**src/rtl/rally_ctrl.sv**
```systemverilog
// Pong game sequencer: serve delay, rally, scoring and game-over detection.
// Optional speed ramp during a rally is enabled by RALLY_CTRL_SPEED_RAMP_EN.
module rally_ctrl #(
    parameter int unsigned WIN_SCORE   = 9,
    parameter int unsigned SERVE_TICKS = 2000,
    parameter int unsigned START_SPEED = 4,
    parameter int unsigned MAX_SPEED   = 15,
    parameter int unsigned RAMP_TICKS  = 4000
) (
    input  logic       clk,
    input  logic       reset,
    input  logic       start,
    input  logic       out_left,
    input  logic       out_right,
    output logic       ball_reset,
    output logic [3:0] speed,
    output logic [3:0] score_l,
    output logic [3:0] score_r,
    output logic       game_over,
    output logic       winner
);

    typedef enum logic [1:0] {IDLE, SERVE, PLAY, OVER} state_t;

    localparam logic [15:0] SERVE_LAST = 16'(SERVE_TICKS - 1);
    localparam logic [3:0]  START_SPD  = 4'(START_SPEED);
    localparam logic [3:0]  WIN_PTS    = 4'(WIN_SCORE);

    state_t      state_q, state_d;
    logic [15:0] tick_q, tick_d;
    logic [3:0]  speed_q, speed_d;
    logic [3:0]  score_l_q, score_l_d;
    logic [3:0]  score_r_q, score_r_d;
    logic        ball_reset_q, ball_reset_d;
    logic        game_over_q, game_over_d;
    logic        winner_q, winner_d;

`ifdef RALLY_CTRL_SPEED_RAMP_EN
    localparam logic [15:0] RAMP_LAST = 16'(RAMP_TICKS - 1);
    localparam logic [3:0]  MAX_SPD   = 4'(MAX_SPEED);

    logic [15:0] ramp_q, ramp_d;

    always_ff @(posedge clk or posedge reset) begin
        if (reset) ramp_q <= '0;
        else       ramp_q <= ramp_d;
    end
`endif

    always_ff @(posedge clk or posedge reset) begin
        if (reset) begin
            state_q      <= IDLE;
            tick_q       <= '0;
            speed_q      <= '0;
            score_l_q    <= '0;
            score_r_q    <= '0;
            ball_reset_q <= 1'b1;
            game_over_q  <= 1'b0;
            winner_q     <= 1'b0;
        end else begin
            state_q      <= state_d;
            tick_q       <= tick_d;
            speed_q      <= speed_d;
            score_l_q    <= score_l_d;
            score_r_q    <= score_r_d;
            ball_reset_q <= ball_reset_d;
            game_over_q  <= game_over_d;
            winner_q     <= winner_d;
        end
    end

    always_comb begin
        state_d     = state_q;
        tick_d      = tick_q;
        speed_d     = speed_q;
        score_l_d   = score_l_q;
        score_r_d   = score_r_q;
        game_over_d = game_over_q;
        winner_d    = winner_q;
`ifdef RALLY_CTRL_SPEED_RAMP_EN
        ramp_d      = ramp_q;
`endif
        case (state_q)
            IDLE, OVER: begin
                if (start) begin
                    state_d     = SERVE;
                    tick_d      = '0;
                    score_l_d   = '0;
                    score_r_d   = '0;
                    game_over_d = 1'b0;
                end
            end
            SERVE: begin
                if (tick_q == SERVE_LAST) begin
                    state_d = PLAY;
                    tick_d  = '0;
                    speed_d = START_SPD;
`ifdef RALLY_CTRL_SPEED_RAMP_EN
                    ramp_d  = '0;
`endif
                end else begin
                    tick_d = tick_q + 16'd1;
                end
            end
            PLAY: begin
                case ({out_left, out_right})
                    2'b10: begin
                        score_r_d = score_r_q + 4'd1;
                        if (score_r_d == WIN_PTS) begin
                            state_d     = OVER;
                            game_over_d = 1'b1;
                            winner_d    = 1'b1;
                        end else begin
                            state_d = SERVE;
                            tick_d  = '0;
                        end
                    end
                    2'b01: begin
                        score_l_d = score_l_q + 4'd1;
                        if (score_l_d == WIN_PTS) begin
                            state_d     = OVER;
                            game_over_d = 1'b1;
                            winner_d    = 1'b0;
                        end else begin
                            state_d = SERVE;
                            tick_d  = '0;
                        end
                    end
                    2'b11: begin
                        state_d = SERVE;
                        tick_d  = '0;
                    end
                    default: begin
`ifdef RALLY_CTRL_SPEED_RAMP_EN
                        if (ramp_q == RAMP_LAST) begin
                            ramp_d = '0;
                            if (speed_q < MAX_SPD) speed_d = speed_q + 4'd1;
                        end else begin
                            ramp_d = ramp_q + 16'd1;
                        end
`endif
                    end
                endcase
            end
            default: state_d = IDLE;
        endcase

        // Ball outputs are registered from the next state so they line up with it.
        ball_reset_d = (state_d != PLAY);
        if (state_d != PLAY) speed_d = '0;
    end

    assign ball_reset = ball_reset_q;
    assign speed      = speed_q;
    assign score_l    = score_l_q;
    assign score_r    = score_r_q;
    assign game_over  = game_over_q;
    assign winner     = winner_q;

endmodule

```
**config.mk**
```make
export PLATFORM = sky130hd
export DESIGN_NAME = rally_ctrl
export DESIGN_NICKNAME = d
export VERILOG_FILES = /design/src/rtl/rally_ctrl.sv
export SDC_FILE = /design/constraint.sdc
export NUM_CORES = 1
export LEC_CHECK = 0
export CORE_MARGIN = 2
export CORE_UTILIZATION = 45
export CTS_CLUSTER_DIAMETER = 60
export CTS_CLUSTER_SIZE = 10
export DETAILED_ROUTE_END_ITERATION = 7
export GPL_TIMING_DRIVEN = 0
export HOLD_SLACK_MARGIN = 0.1
export PLACE_DENSITY = 0.75
export SETUP_SLACK_MARGIN = 0.15
export SLEW_MARGIN = 0
export SYNTH_ARGS = -nofsm -noshare
export SYNTH_HDL_FRONTEND = slang
export SYNTH_SLANG_ARGS = --single-unit
```
**constraint.sdc**
```tcl
create_clock -name clk -period 2.66 [get_ports clk]
set_clock_uncertainty 0.1 [all_clocks]
set_input_delay 0.532 -clock clk [delete_from_list [all_inputs] [get_ports clk]]
set_output_delay 0.532 -clock clk [all_outputs]
set_load 0.02 [all_outputs]
```
Word level (Yosys, flattened, before mapping)
Index checks and enable logic that the tools add are counted.
{ "op_classes": {"n_addsub": 3, "n_reduce_logical": 12, "mux": 27, "n_eq_ne": 21} }
{ "ops": {"columns": ["operator", "n"], "rows": [
  ["16-bit one-hot mux with 3 select lines", 2],
  ["16-bit 2-to-1 mux", 4],
  ["4-bit 2-to-1 mux", 6],
  ["16-bit by 1-bit adder with 16-bit output, second input constant", 1],
  ["16-bit by 11-bit == test with 1-bit output, second input constant", 1],
  ["4-bit one-hot mux with 2 select lines", 2],
  ["3-bit inequality test, second input constant", 4],
  ["2-bit one-hot mux with 3 select lines", 2],
  ["2-bit inequality test, second input constant", 5],
  ["4-bit by 1-bit adder with 4-bit output, second input constant", 2],
  ["2-bit == test, second input constant", 4],
  ["4-bit == test, second input constant", 2],
  ["2-bit 2-to-1 mux", 4],
  ["4-bit AND reduction", 2],
  ["2-bit nonzero test", 4],
  ["1-bit one-hot mux with 2 select lines", 3],
  ["3-bit AND reduction", 2],
  ["5-bit AND reduction", 1],
  ["2-bit by 1-bit == test with 1-bit output, second input constant", 2],
  ["1-bit 2-to-1 mux", 4],
  ["4-bit by 2-bit inequality test with 1-bit output, second input constant", 1],
  ["3-bit by 2-bit inequality test with 1-bit output, second input constant", 1],
  ["2-bit logical NOT", 1],
  ["2-bit by 1-bit inequality test with 1-bit output, second input constant", 1],
  ["2 further kinds", 2]
]} }
{ "word_totals": {"wordCells": 71, "out_inout_bits": 15, "inputBits": 5, "reg_bits": 33} }

Depth between registers and ports, before layout
{ "logic_depth": {"ltp_word": 8, "ltp_mapped": 10} }

Worst setup path before layout
OpenSTA, ideal clock, no wires.
{ "synth_timing": {"path_type": "reg-to-reg", "startpoint": "register score_l_q[0] (netlist: score_l[0])", "endpoint": "register tick_q[10]", "slack_ns": 0.278, "arrival_ns": 2.187, "setup_ns": 0.095, "stages_incl_launch_ff": 10, "path_cell_list": "dfrtp_1 -> ha_1 -> a21boi_0 -> a21o_1 -> a31oi_1 -> o211ai_1 -> or2_1 -> buf_6 -> buf_12 -> o31ai_1"} }
{ "synth_via": {"elab_chain_cells": 4} }
{ "synth_rtl": {"columns": ["item", "line_no", "text"], "rows": [
  ["start, declared", "32", "logic [3:0] score_l_q, score_l_d;"],
  ["start signal, assigned", "64", "score_l_q <= score_l_d;"],
  ["4-bit by 1-bit adder with 4-bit output", "119", "score_l_d = score_l_q + 4'd1;"],
  ["4-bit == test", "120", "if (score_l_d == WIN_PTS) begin"],
  ["3-bit inequality test (no line)", null, null],
  ["4-bit AND reduction (no line)", null, null],
  ["end signal, assigned", "62", "tick_q <= tick_d;"],
  ["end, declared", "30", "logic [15:0] tick_q, tick_d;"]
]} }
Every way passes these cells.
A chain may end at the register's enable or synchronous reset.

Worst setup path after layout
{ "layout_timing": {"startpoint": "register tick_q[5]", "endpoint": "register tick_q[15]"} }
{ "layout_via": {"elab_chain_cells": 3, "word_cells_on_any_way": 4, "cone_classes": "add/sub: 1; eq/ne: 1; mux: 2"} }
{ "layout_rtl": {"columns": ["item", "line_no", "text"], "rows": [
  ["16-bit by 1-bit adder with 16-bit output / 16-bit by 11-bit == test with 1-bit output (equally long branches)", "102, 94", null],
  ["16-bit 2-to-1 mux (*)", "94", "if (tick_q == SERVE_LAST) begin"],
  ["16-bit one-hot mux with 3 select lines (*)", "83", "case (state_q)"]
]} }
Every way passes the cells marked *; elsewhere a longest branch is shown, timed or not.

==> impl_metrics.py <==
metrics = {
    "power_and_ir_drop": {
        "p_leak_nw": 0.939,
        "peakVddDrop_v": 0.000549,
        "power_density_mw_per_mm2": 735,
    },
    "setup_path": {
        "slowest_stage": "or4_1",
        "cp_num_cells": 7,
        "required_ns": 2.72,
        "critPathMaxStageDelay_ns": 0.57,
        "critical_path_class": "flop to flop",
        "rr_worst_depth": 7,
        "endpoint_kind": "flop",
        "critPathBufInv": 1,
        "r2r-start": "tick_q[5]",
        "worstPathMaxFanout": 10,
        "cpLargestDelayFamily": "simple AND/OR/NAND/NOR gates",
        "endpoint": "tick_q[15]",
        "startpoint_type": "flop",
        "worstPathCellList": "or4_1 -> or4_4 -> o21ai_4 -> buf_6 -> a31oi_1 -> o21ai_0 -> o31ai_2",
        "timing.rr.end": "tick_q[15]",
        "arrival_ns": 2.48,
        "ff2ff_setup_slack_ns": 0.23,
        "cp-startpoint": "tick_q[5]",
    },
    "floorplan": {
        "die_y_um": 68.2,
        "start_util": 0.467,
        "die-area_mm2": 0.00465,
        "ios": 20,
        "placementRows": 23,
        "die_width_um": 68.2,
        "design.core.area_mm2": 0.00397,
    },
    "synthesis": {
        "netlist_area_mm2": 0.00186,
        "synth-seq-area-share": 0.405,
        "synth_top_cell_by_area": "dfrtp_1",
        "synth_top_area_frac": 0.391,
        "synth-edff-count": 0,
        "async_reset_ff_frac": 1.00,
        "syn_area_per_cell_um2": 8.92,
        "synth_cells": 208,
        "ys.flop_type": "dfrtp_1",
        "ys_warn_count": 0,
        "synth_area_leaders": "dfrtp_1, o21ai_0, ha_1",
        "synth-seq-cells": 30,
        "yosysUniqueCellTypes": 51,
    },
    "placement": {
        "hpwl_um": 2740,
        "place_congestion": 0.793,
        "dp_cells": 276,
        "placed_area_mm2": 0.00209,
        "io_buffer_count": 16,
    },
    "finish": {
        "n_antenna_cell": 0,
        "drive_gt1_frac": 0.144,
        "mostFrequentLayoutCells": "dfrtp_1, nor2_1, o21ai_0",
        "layout_commonest_cell": "dfrtp_1",
        "final_nets": 248,
        "register_area_um2": 753,
        "nFillCells": 384,
        "design_area_mm2": 0.00222,
        "fin_cells": 286,
        "multiInputGateArea_mm2": 0.00103,
        "syn_to_final_growth_pct": 19.8,
    },
    "detailed_routing": {
        "vias": 1603,
        "dr.pass1.iters": 4,
        "via_per_inst": 5.60,
        "antenna_left": 0,
        "wl_per_cell_um": 14.1,
        "wirelength_um": 4030,
        "drt_iter0_drc": 67,
        "drc": 0,
    },
    "cts": {
        "htreeDepth": 2,
        "clk_path_buf_depth": 2,
        "hold_buffers": 0,
        "cts_buffers": 5,
        "cts_root_buffer": "clkbuf_8",
        "clkSinkCount": 30,
        "clk_pin_slew_ns": 0.06,
        "tritoncts": "done",
        "insertion_delay_ns": 0.28,
    },
    "status": {
        "status": "finished, final reports clean",
    },
    "timing": {
        "worst_slew_pin_slew_ns": 1.17,
        "fin_crit_ns": 2.43,
        "max_freq_mhz": 412,
        "slew_violations": 0,
        "finalSetupTns_ns": 0,
        "final_hold_viol_count": 0,
        "slew_headroom": 0.220,
        "post-route-period-util": 0.912,
        "setup_viol": 0,
        "grt_setup_unrepaired": "false",
    },
    "min_path": {
        "min_path_type": "flop to flop",
    },
    "global_route": {
        "overflow": 0,
        "track_usage": 0.197,
        "grt_pass1_wl_um": 6790,
        "grt_pass1_vias": 1483,
        "grt_max_degree": 31,
        "antenna_found_initial": 0,
    },
    "run": {
        "drv_cap": 0,
    },
}
[through the flow]
stage	utilization	hold slack [ns]	power, mW	setup slack, ns
4_1_cts	0.550	0.384	1.64	0.152
6_report	0.560	0.396	1.63	0.234
3_5_place_dp	0.525	0.371	1.26	-0.371
2_1_floorplan	-	0.340	1.09	0.278
3_3_place_gp	0.525	0.369	1.25	-0.347
5_1_grt	0.560	0.411	1.76	0.127
[metal layers]
| metal | part of all wire | up-vias | global-route usage |
|---|---|---|---|
| li1 | - | 812 | - |
| met1 | 0.46 | 760 | 0.248 |
| met2 | 0.49 | 25 | 0.320 |
| met3 | 0.038 | 6 | 0.0592 |
| met4 | 0.012 | 0 | 0.0675 |
| met5 | 0 | - | 0 |
[worst min path at each step]
stage,end,start,cells after the start
6_report,tick_q[10],tick_q[10],1
3_5_place_dp,tick_q[15],tick_q[15],1
2_1_floorplan,tick_q[15],tick_q[15],1
4_1_cts,tick_q[15],tick_q[15],1
5_1_grt,tick_q[10],tick_q[10],1
3_3_place_gp,tick_q[15],tick_q[15],1
[Yosys cell counts (2+ instances only)]
cell type and instances:
o31ai_1 10, nor2b_1 3, clkbuf_1 2, or4_1 2, o21ai_0 21, nand2b_1 5, nand3_1 13, and3_1 3
a31oi_1 6, o21ai_1 6, o41ai_1 3, a21oi_1 7, nand4b_1 2, a22o_1 2, inv_1 12, o31ai_2 2
buf_6 2, buf_4 3, dfrtp_1 29, ha_1 7, nand2_1 15, a21o_1 2, nor2_1 23
[sequential cells by signal (all words and copies together) (netlist names)]
signal      flops
speed           1
winner          1
ball_reset      1
score_l         4
state_q         2
tick_q         16
game_over       1
score_r         4
[kinds of logic (layout without fill, tap and decap cells)]
family | count (synthesis) | count (layout) | share of synthesized area
AND/OR/NAND/NOR | 79 | 79 | 0.223
AO/OA/AOI/OAI | 69 | 69 | 0.248
flip-flops | 30 | 30 | 0.405
buffers and inverters | 20 | 46 | 0.0634
adder cells (fa/ha/maj) | 7 | 7 | 0.0472
other | 1 | 3 | 0.00202
XOR/XNOR | 1 | 1 | 0.00472
multiplexers | 1 | 1 | 0.00607
[power by group]
| part | total (mW) | internal, mW | switching [mW] |
|---|---|---|---|
| sequential | 0.542 | 0.500 | 0.0422 |
| combinational | 0.754 | 0.306 | 0.447 |
| clock | 0.338 | 0.180 | 0.158 |
| total | 1.63 | 0.986 | 0.648 |
[area by class of cell]
type	instances	area share
repair buffers	19	0.0833
multi-input cells	160	0.462
clock buffers	7	0.0343
inverters	12	0.0203
plain buffers	8	0.0332
flip-flops and latches	30	0.339
well taps	50	0.0282
[repair_timing]
item	4_1_cts	5_1_grt
gates cloned	0	0
pin swaps	0	2
buffers inserted	3	0
gates resized for setup	0	13
setup endpoints to repair	16	15
No activity file was read; power rests on OpenSTA's default activity.
